[config.mk]
export PLATFORM = sky130hd
export DESIGN_NAME = bcast_fanout_unit_flat
export DESIGN_NICKNAME = d
export VERILOG_FILES = /design/src/rtl/bcast_fanout_unit_pkg.sv /design/src/rtl/bcast_fanout_unit_if.sv /design/src/rtl/bcast_fanout_unit_lowest_set_idx.sv /design/src/rtl/bcast_fanout_unit.sv /design/src/flat_wrapper.sv
export SDC_FILE = /design/constraint.sdc
export NUM_CORES = 1
export LEC_CHECK = 0
export CAP_MARGIN = 20
export CORE_MARGIN = 8
export CORE_UTILIZATION = 40
export DETAILED_ROUTE_END_ITERATION = 8
export PLACE_DENSITY = 0.88
export SETUP_SLACK_MARGIN = 0.15
export SYNTH_ARGS = -nofsm -noshare
export SYNTH_HDL_FRONTEND = slang
export SYNTH_HIERARCHICAL = 1
export SYNTH_SLANG_ARGS = --single-unit
[constraint.sdc]
create_clock -name clk -period 3.2 [get_ports clk]
set_input_delay 0.64 -clock clk [delete_from_list [all_inputs] [get_ports clk]]
set_output_delay 0.64 -clock clk [all_outputs]
set_load 0.005 [all_outputs]
[src/rtl/bcast_fanout_unit_pkg.sv]
// Collective flit format shared by the fan-out and reduce units.
// Field offsets are relative to the top of the payload.
package bcast_fanout_unit_pkg;

  localparam int PayloadWidthDef = 32;
  localparam int HdrWidth = 50;

  localparam int OpOfs = 0;
  localparam int OpW = 4;
  localparam int AlgOfs = 4;
  localparam int AlgW = 2;
  localparam int TagOfs = 6;
  localparam int TagW = 8;
  localparam int CtxOfs = 14;
  localparam int CtxW = 8;
  localparam int RankOfs = 22;
  localparam int RankW = 9;
  localparam int SrcOfs = 31;
  localparam int DstOfs = 40;
  localparam int CoordW = 9;
  localparam int ValidOfs = 49;

  localparam int opPos = PayloadWidthDef + OpOfs;
  localparam int algPos = PayloadWidthDef + AlgOfs;
  localparam int tagPos = PayloadWidthDef + TagOfs;
  localparam int ctxPos = PayloadWidthDef + CtxOfs;
  localparam int rankPos = PayloadWidthDef + RankOfs;
  localparam int srcPos = PayloadWidthDef + SrcOfs;
  localparam int dstPos = PayloadWidthDef + DstOfs;
  localparam int ValidBitPos = PayloadWidthDef + ValidOfs;
  localparam int FlitWidth = PayloadWidthDef + HdrWidth;

  localparam logic [OpW-1:0] ShortBcast = 4'h1;
  localparam logic [OpW-1:0] Scatter = 4'h2;
  localparam logic [OpW-1:0] ShortAllReduce = 4'h3;
  localparam logic [OpW-1:0] LongBcast = 4'h4;
  localparam logic [OpW-1:0] ReduceOp = 4'h5;

  typedef enum logic [0:0] {
    ST_IDLE,
    ST_EMIT
  } fan_state_e;

endpackage

[src/rtl/bcast_fanout_unit_if.sv]
// Fan-out handshake bundle: in_* from the collective engine,
// out_* to router injection, plus done/copies status.
interface bcast_fanout_unit_if
  import bcast_fanout_unit_pkg::*;
#(
  parameter int PayloadWidth = 32,
  parameter int lg_numprocs = 3
) ();
  localparam int FW = PayloadWidth + HdrWidth;
  localparam int NP = 1 << lg_numprocs;

  logic [FW-1:0] in_flit;
  logic [NP-1:0] in_mask;
  logic in_valid;
  logic in_rdy;
  logic [FW-1:0] out_flit;
  logic out_valid;
  logic out_rdy;
  logic done;
  logic [lg_numprocs:0] copies;

  modport master (
    output in_flit, in_mask, in_valid, out_rdy,
    input in_rdy, out_flit, out_valid, done, copies
  );

  modport slave (
    input in_flit, in_mask, in_valid, out_rdy,
    output in_rdy, out_flit, out_valid, done, copies
  );
endinterface

[src/rtl/bcast_fanout_unit_lowest_set_idx.sv]
// Priority encoder: index of lowest set bit of mask,
// any = mask non-zero.
module bcast_fanout_unit_lowest_set_idx #(
  parameter int W = 8,
  parameter int IW = (W > 1) ? $clog2(W) : 1
) (
  input  logic [W-1:0]  mask,
  output logic [IW-1:0] idx,
  output logic          any
);
  always_comb begin
    idx = '0;
    for (int i = W - 1; i >= 0; i--) begin
      if (mask[i]) idx = IW'(i);
    end
  end

  assign any = |mask;
endmodule

[src/rtl/bcast_fanout_unit.sv]
// Replicates one collective flit into one copy per rank in mask.
// Ports: clk, rst (async active-low), bus (slave: in/out handshakes, done, copies).
module bcast_fanout_unit
  import bcast_fanout_unit_pkg::*;
#(
  parameter logic [2:0] rank_z = 3'b0,
  parameter logic [2:0] rank_y = 3'b0,
  parameter logic [2:0] rank_x = 3'b0,
  parameter int lg_numprocs = 3,
  parameter int PayloadWidth = 32
) (
  input logic clk,
  input logic rst,
  bcast_fanout_unit_if.slave bus
);
  localparam int NP = 1 << lg_numprocs;
  localparam int FW = PayloadWidth + HdrWidth;
  localparam int CW = lg_numprocs + 1;
  localparam int AlgPos = PayloadWidth + AlgOfs;
  localparam int SrcPos = PayloadWidth + SrcOfs;
  localparam int DstPos = PayloadWidth + DstOfs;
  localparam int ValidPos = PayloadWidth + ValidOfs;

  localparam logic [CoordW-1:0] SelfRank = {rank_z, rank_y, rank_x};
  localparam logic [lg_numprocs-1:0] OwnIdx =
    SelfRank[lg_numprocs-1:0];
  localparam logic [NP-1:0] OwnBit = NP'(1) << OwnIdx;

  fan_state_e state_q, state_d;
  logic [NP-1:0] pend_q, pend_d;
  logic [NP-1:0] pend_clr, mask_eff;
  logic [FW-1:0] flit_q, flit_d, out_f;
  logic pass_q, pass_d, done_q;
  logic [lg_numprocs-1:0] tgt;
  logic tgt_any;
  logic hs_out, last, acc;
  logic [CW-1:0] pop;

  bcast_fanout_unit_lowest_set_idx #(
    .W (NP),
    .IW(lg_numprocs)
  ) u_enc (
    .mask(pend_q),
    .idx (tgt),
    .any (tgt_any)
  );

  assign bus.out_valid =
    (state_q == ST_EMIT) & (pass_q | tgt_any);
  assign hs_out = bus.out_valid & bus.out_rdy;
  assign pend_clr = pend_q & ~(NP'(1) << tgt);
  assign last = hs_out & (pass_q | ~|pend_clr);
  // Ready on the final handshake lets the next flit follow with no bubble.
  assign bus.in_rdy = rst & ((state_q == ST_IDLE) | last);
  assign acc = bus.in_valid & bus.in_rdy;
  assign mask_eff = bus.in_mask & ~OwnBit;
  assign bus.done = done_q;

  always_comb begin
    state_d = state_q;
    pend_d = pend_q;
    pass_d = pass_q;
    flit_d = flit_q;
    unique case (state_q)
      ST_IDLE: ;
      ST_EMIT: begin
        if (hs_out) begin
          pend_d = pend_clr;
          if (last) begin
            state_d = ST_IDLE;
            pass_d = 1'b0;
          end
        end
      end
      default: state_d = ST_IDLE;
    endcase
    if (acc) begin
      flit_d = bus.in_flit;
      // Invalid flits are swallowed without output.
      if (bus.in_flit[ValidPos]) begin
        state_d = ST_EMIT;
        pend_d = mask_eff;
        pass_d = ~|mask_eff;
      end
    end
  end

  always_ff @(posedge clk or negedge rst) begin
    if (!rst) begin
      state_q <= ST_IDLE;
      pend_q <= '0;
      pass_q <= 1'b0;
      flit_q <= '0;
      done_q <= 1'b0;
    end else begin
      state_q <= state_d;
      pend_q <= pend_d;
      pass_q <= pass_d;
      flit_q <= flit_d;
      done_q <= last;
    end
  end

  always_comb begin
    out_f = '0;
    if (state_q == ST_EMIT) begin
      out_f = flit_q;
      out_f[ValidPos] = 1'b1;
      out_f[AlgPos +: AlgW] = '0;
      if (!pass_q) begin
        out_f[DstPos +: CoordW] = CoordW'(tgt);
        out_f[SrcPos +: CoordW] = SelfRank;
      end
    end
  end

  assign bus.out_flit = out_f;

  always_comb begin
    pop = '0;
    for (int i = 0; i < NP; i++) begin
      pop = pop + CW'(pend_q[i]);
    end
  end

  assign bus.copies = pass_q ? CW'(1) : pop;
endmodule

[src/flat_wrapper.sv]
// flat-port wrapper written by rule: the top's interface ports become plain ports
module bcast_fanout_unit_flat import bcast_fanout_unit_pkg::*;
#(
  parameter logic [2:0] rank_z = 3'b0,
  parameter logic [2:0] rank_y = 3'b0,
  parameter logic [2:0] rank_x = 3'b0,
  parameter int lg_numprocs = 3,
  parameter int PayloadWidth = 32
)
  (clk, rst, bus_in_flit, bus_in_mask, bus_in_valid, bus_out_rdy, bus_in_rdy, bus_out_flit, bus_out_valid, bus_done, bus_copies);
  bcast_fanout_unit_if #(.PayloadWidth(PayloadWidth), .lg_numprocs(lg_numprocs)) bus_i ();
  input logic clk;
  input logic rst;
  input wire logic [$bits(bus_i.in_flit)-1:0] bus_in_flit;
  input wire logic [$bits(bus_i.in_mask)-1:0] bus_in_mask;
  input wire logic [$bits(bus_i.in_valid)-1:0] bus_in_valid;
  input wire logic [$bits(bus_i.out_rdy)-1:0] bus_out_rdy;
  output wire logic [$bits(bus_i.in_rdy)-1:0] bus_in_rdy;
  output wire logic [$bits(bus_i.out_flit)-1:0] bus_out_flit;
  output wire logic [$bits(bus_i.out_valid)-1:0] bus_out_valid;
  output wire logic [$bits(bus_i.done)-1:0] bus_done;
  output wire logic [$bits(bus_i.copies)-1:0] bus_copies;
  assign bus_i.in_flit = bus_in_flit;
  assign bus_i.in_mask = bus_in_mask;
  assign bus_i.in_valid = bus_in_valid;
  assign bus_i.out_rdy = bus_out_rdy;
  assign bus_in_rdy = bus_i.in_rdy;
  assign bus_out_flit = bus_i.out_flit;
  assign bus_out_valid = bus_i.out_valid;
  assign bus_done = bus_i.done;
  assign bus_copies = bus_i.copies;
  bcast_fanout_unit #(.rank_z(rank_z), .rank_y(rank_y), .rank_x(rank_x), .lg_numprocs(lg_numprocs), .PayloadWidth(PayloadWidth)) u_core (.clk(clk), .rst(rst), .bus(bus_i));
endmodule
==> flow_summary.yaml, run 1 <==
run_status:
  status: "complete, but fails checks"
  violations: "setup timing"
floorplanning:
  num_rows: 40
  io_pins: 183
  chipHeight_um: 126.0
  core_um2: 11910
  die-area_um2: 15880
  floorplan.initialDensity_pct: 40.64
  die_w_um: 126.0
finish:
  n_fill_cell: 850
  area_growth_pct: 66.76
  multi_input_area_um2: 2701
  antenna_cells: 0
  fin_nets: 736
  drive_gt1_share_pct: 30.31
  seqCellArea_um2: 2253
  utilization_pct: 67.77
  fin_area_um2: 8073
  final_cells: 787
sta:
  finalSetupTns_ns: -3.962
  finalCritPeriodShare_pct: 121.5
  finalClockSkew_ns: 0.007602
  tightest_slew_ns: 0.9123
  fin_ws_ns: -0.6893
  setup-violations-final: 73
  timing.slew.headroom_pct: 39.18
  finalHoldViolCount: 0
  clock.fmax_mhz: 257.1
  rsz0062_at_grt: "true"
  drv_slew: 0
  min_period_ns: 3.889
critical_path:
  endpoint_kind: "output pin"
  cpMostUsedCell: "fa_1"
  crit_chain: "fa_1 > inv_1 > fa_1 > fa_1 > inv_2 > ha_4 > inv_2 > fa_2 > nor2_2 > buf_2"
  crit_fanout: 2
  critPathMaxStageDelay_ns: 0.54
  r2r_slack_ns: -0.06
  crit_type: "reg2out"
  critPathSlowestCell: "fa_1"
  worstPathArrival_ns: 3.25
  start_kind: "flip-flop"
  required_ns: 2.56
power:
  irDropWorstVdd_uv: 406.3
  power.switching_fraction_pct: 27.26
  seqPwrFrac_pct: 35.0
  cellLeakagePower_nw: 3.878
  p_per_area_nw_per_um2: 660.9
  clkPwrFrac_pct: 20.2
  total_power_mw: 5.335
  power_switching_mw: 1.454
  pwr-share-comb_pct: 44.7
  p_int_mw: 3.881
clock_tree:
  clockBufferDepth: 2
  postCtsHoldBufs: 0
  path_clk_slew_ns: 0.07
  cts-buffers-inserted: 9
  cts.sinks: 90
  htreeDepth: 3
  root_buffer: "clkbuf_16"
  clk_latency_ns: 0.34
  cts_tree: "yes"
global_route:
  grt_max_degree: 56
  overflow: 0
  grt_pass1_vias: 4643
  grtUsageTotal_pct: 19.49
  antenna_found_initial: 1
  grt_pass1_wl_um: 24850
route:
  routedWlPerCell_um: 20.88
  drt_iter0_markers: 169
  ant_nets: 0
  wl_um: 16430
  dr_total_vias: 4086
  dr.pass1.iters: 4
  drt-vias-per-instance: 5.192
  drcViolationCount: 0
logic_synthesis:
  synthArstFlopShare_pct: 100.0
  synth_edf_count: 0
  synth_area_per_cell_um2: 11.72
  yosys-top-cells-area: "dfrtp_1 47%, mux2_4 14%, mux2_2 8.1%, and2_1 7.9%, and3_1 2.1%"
  yosysTopAreaCell: "dfrtp_1"
  synth.cell_area_um2: 4841
  ys_seq_area_share_pct: 46.52
  synth_ff_type: "dfrtp_1"
  yosysWarnings: 6
  synth_top_area_share_pct: 46.52
  ys_seq_elements: 90
  netlist_instances: 413
  synth.distinct_cells: 47
placement:
  portBuffers: 177
  globalplace.congestion: 0.8995
  dp_hpwl_um: 10710
  placed_cell_area_um2: 6877
  dp.cells: 737
flow_run:
  drv_cap: 0
min_path:
  worstHoldPathType: "in2async"
==> metrics by stage <==
stage,setup WS (ns),hold WS (ns)
2_1_floorplan,-0.1757,0.3444
3_3_place_gp,-0.6923,0.4795
3_5_place_dp,-0.7423,0.4842
4_1_cts,-0.7218,0.1173
5_1_grt,-0.8198,0.1246
6_report,-0.6893,0.1231
==> cells in the final DEF, fill, tap and decap left out, drive strengths merged, types with 2 or more instances in the layout <==
cell type,count
a21oi,18
a31oi,2
and2,61
and3,16
buf,62
clkbuf,16
clkdlybuf4s50,169
clkinv,3
conb,2
dfrtp,90
dlymetal6s2s,2
fa,4
ha,3
inv,21
mux2,79
mux2i,3
nand2,5
nand2b,2
nand3,3
nor2,26
nor3,4
nor4,5
nor4b,3
nor4bb,3
o211ai,2
o21ai,5
o31ai,10
or4,3
==> layout make-up <==
class,instances,share of cell area [%]
multi-input combinational,274,33.46
tap,147,2.278
inverter,20,0.9299
sequential,90,27.91
clock buffer,10,2.960
timing repair buffer,240,31.65
clock inverter,6,0.8060
==> kinds of logic after synthesis <==
kind of cell,after synthesis,share of synthesized area [%]
AO/OA/AOI/OAI,45,5.996
buffers and inverters,50,5.273
flip-flops,90,46.52
XOR/XNOR,1,0.1810
AND/OR/NAND/NOR,137,17.11
adder cells (fa/ha/maj),7,2.430
multiplexers,82,22.41
other,1,0.07747
==> cells in the mapped netlist (2+ instances only) <==
master and count:
buf_4 4, nand2b_1 2, dfrtp_1 90, nand2_1 5
nor4_1 3, a21oi_1 17, and2_1 61, nor4b_1 2
buf_2 6, buf_6 6, o31ai_1 10, mux2_4 44
o211ai_1 2, mux2_2 35, nand3_1 3, clkbuf_1 14
inv_1 20, mux2i_1 3, nor3_1 4, ha_1 3
or4_1 3, fa_1 4, nor4bb_1 3, a31oi_1 2
o21ai_0 5, and3_1 16, nor2_1 26
==> registers in the layout, indices dropped and copies added (netlist names) <==
name             flops
u_core/state_q       1
u_core/bus.done      1
u_core/pend_q        8
u_core/pass_q        1
u_core/flit_q       79
==> worst paths after layout <==
kind,endpoint,startpoint,depth (start not counted)
setup / recovery,bus_copies[1],u_core/pend_q[3],10
hold reg to reg,u_core/flit_q[62],u_core/flit_q[62],1
min in group clk,u_core/flit_q[62],u_core/flit_q[62],1
setup reg to reg,u_core/flit_q[59],u_core/pend_q[3],17
hold / removal,u_core/flit_q[76],rst,1
max in group asynchronous,u_core/flit_q[10],rst,2
==> routing by layer <==
metal / routed length [µm] / part of all wire, % / track usage [%]
met5: 13 / 0.079 / 0
met4: 286 / 1.7 / 6.511
met3: 1058 / 6.4 / 6.329
met1: 6451 / 39 / 21.45
met2: 8621 / 52 / 34.65
==> worst max-delay path: cells and delay by family (launching register included) <==
| kind | cells | cell delay [ns] |
|---|---|---|
| fa+ha+maj | 5 | 2.16 |
| flops | 1 | 0.40 |
| buf+inv | 4 | 0.33 |
| simple gates | 1 | 0.03 |
==> power groups by stage <==
stage / combinational, mW / clock [mW] / sequential, mW
6_report: 2.39 / 1.08 / 1.87
5_1_grt: 2.55 / 1.14 / 1.91
4_1_cts: 2.32 / 1.10 / 1.85
3_5_place_dp: 2.22 / 0 / 1.85
3_3_place_gp: 2.15 / 0 / 1.82
2_1_floorplan: 1.04 / 0 / 1.76
==> what timing repair did <==
action,in CTS,in global routing
setup buffers,10,10
pin swaps,9,17
gates cloned,6,8
gates resized for setup,70,44
endpoints found under the setup margin,15,92
Note: power is estimated with default switching activity, not from simulation.
==> inputs of run 2 (changes only) <==
==> constraint.sdc (replaced) <==
create_clock -name clk -period 3.2 [get_ports clk]
set_input_delay 0.32 -clock clk [delete_from_list [all_inputs] [get_ports clk]]
set_output_delay 0.32 -clock clk [all_outputs]
set_load 0.005 [all_outputs]
==> flow_summary.yaml, run 2 (synthesis gave the netlist of run 1 again) <==
clock_tree:
  cts-buffers-inserted: 9
  cts.sinks: 90
  cts_tree: "yes"
  clockBufferDepth: 2
  clk_latency_ns: 0.34
  path_clk_slew_ns: 0.06
  htreeDepth: 3
  root_buffer: "clkbuf_16"
global_route:
  grt_max_degree: 72
  grt_pass1_vias: 4399
  grtUsageTotal_pct: 17.68
  antenna_found_initial: 0
  grt_pass1_wl_um: 22510
  overflow: 0
critical_path:
  r2r_slack_ns: 0.10
  worstPathArrival_ns: 3.20
  crit_type: "reg2out"
  reg2reg_from: "u_core/pend_q[0]"
  r2r_cells: 14
  endpoint_kind: "output pin"
  critPathLaunch: "u_core/pend_q[0]"
  endpoint: "bus_copies[2]"
  crit_fanout: 2
  start_kind: "flip-flop"
  required_ns: 2.88
  rr_endpoint: "u_core/pend_q[3]"
route:
  dr.pass1.iters: 5
  routedWlPerCell_um: 19.03
  drcViolationCount: 0
  highest_layer: "met4"
  route.layer.met1.wl_um: 5575
  dr_total_vias: 3942
  ant_nets: 0
  drt_iter0_markers: 251
  wl_um: 14560
  wl_met3_um: 1271
  wl_met2_um: 7453
  drt-vias-per-instance: 5.153
floorplanning:
  floorplan.initialDensity_pct: 40.64
  chipHeight_um: 126.0
  die-area_um2: 15880
  core_um2: 11910
  die_w_um: 126.0
  io_pins: 183
  num_rows: 40
power:
  cellLeakagePower_nw: 3.633
  p_per_area_nw_per_um2: 684.8
  total_power_mw: 5.290
  irDropWorstVdd_uv: 423.9
sta:
  finalSetupTns_ns: -0.7347
  finalClockSkew_ns: 0.004236
  timing.slew.headroom_pct: 46.90
  min_period_ns: 3.519
  rsz0062_at_grt: "true"
  finalCritPeriodShare_pct: 110.0
  fin_ws_ns: -0.3194
  setup-violations-final: 4
  drv_slew: 0
  tightest_slew_ns: 0.7964
  finalHoldViolCount: 0
  clock.fmax_mhz: 284.1
finish:
  area_growth_pct: 59.55
  max_flop_register: "u_core/flit_q"
  drive_gt1_share_pct: 27.99
  antenna_cells: 0
  fin_nets: 714
  largest_register_ffs: 79
  reg.largest.list: "u_core/flit_q (79), u_core/pend_q (8)"
  layout_common_cells: "170 x clkdlybuf4s50_1, 87 x dfrtp_1, 71 x mux2_4, 61 x and2_1, 31 x buf_4"
  final_common_cell: "clkdlybuf4s50_1"
placement:
  globalplace.congestion: 0.8805
  pre_cts_slack_ns: -0.3874
  dp_hpwl_um: 10140
  portBuffers: 177
min_path:
  worstHoldPathType: "in2async"
run_status:
  violations: "setup timing"
  status: "complete, but fails checks"
flow_run:
  drv_cap: 0
run 2: changes by cell type in the layout (fill, tap and decap cells not counted), sizes merged:
cell / delta
buf: -18
clkdlybuf4s50: +1
clkinv: -1
clkbuf: -3
dlymetal6s2s: -1
dlygate4sd3: +1
inv: -1
run 2: metal layers:
layer / global-route usage, % / vias to the layer above
met5: 0 / -
met4: 7.077 / 0
met3: 7.426 / 25
met2: 30.92 / 185
met1: 18.41 / 1917
li1: - / 1815
run 2: worst max-delay path, cell delays in order (launching register included):
cell and delay, ns:
dfrtp_1 0.40, fa_1 0.53, inv_1 0.05, fa_1 0.49
fa_1 0.43, inv_2 0.08, ha_4 0.13, inv_2 0.03
fa_2 0.33, xor2_1 0.17, nor2_1 0.09, buf_2 0.12
run 2: area by class of cell:
class | instances | area (µm²)
Multi-Input combinational cell | 274 | 2714
Sequential cell | 90 | 2256
Clock inverter | 4 | 51.30
Timing Repair Buffer | 218 | 2197
Clock buffer | 12 | 246.5
Tap cell | 147 | 183.9
Inverter | 20 | 75.07
Fill cell | 864 | 4188
run 2: worst min-delay path by stage:
stage / start / end / slack (ns) / cells past startpoint
5_1_grt: rst / u_core/flit_q[74] / 0.51 / 2
3_3_place_gp: rst / u_core/bus.done / 0.26 / 1
4_1_cts: rst / u_core/flit_q[74] / 0.46 / 2
6_report: rst / u_core/flit_q[74] / 0.48 / 2
3_5_place_dp: rst / u_core/bus.done / 0.27 / 1
2_1_floorplan: rst / u_core/bus.done / 0.02 / 0
run 2: report_power, final:
group	leakage, nW	total (mW)	internal, mW	switching, mW
Combinational	2.36	2.38	1.66	0.726
Sequential	1.13	1.85	1.60	0.254
Clock	0.143	1.05	0.627	0.427
Total	3.63	5.29	3.88	1.41
run 2: metrics by stage:
step | utilization, % | hold WS (ns) | area [µm²] | std cells
finish | 64.84 | 0.4777 | 7724 | 765
global route | 64.84 | 0.5094 | 7724 | 765
CTS | 61.95 | 0.4596 | 7380 | 756
detailed placement | 57.06 | 0.2691 | 6797 | 727
global placement | 57.06 | 0.2631 | 6797 | 727
floorplan | - | 0.02441 | 4847 | 414
run 2: repair_timing:
action | 4_1_cts | 5_1_grt
hold buffers | 1 | 0
endpoints found under the setup margin | 8 | 35
buffers inserted | 11 | 8
endpoints found under the hold margin | 25 | 0
resized for setup | 54 | 55
pin swaps | 10 | 10
cloned | 1 | 1
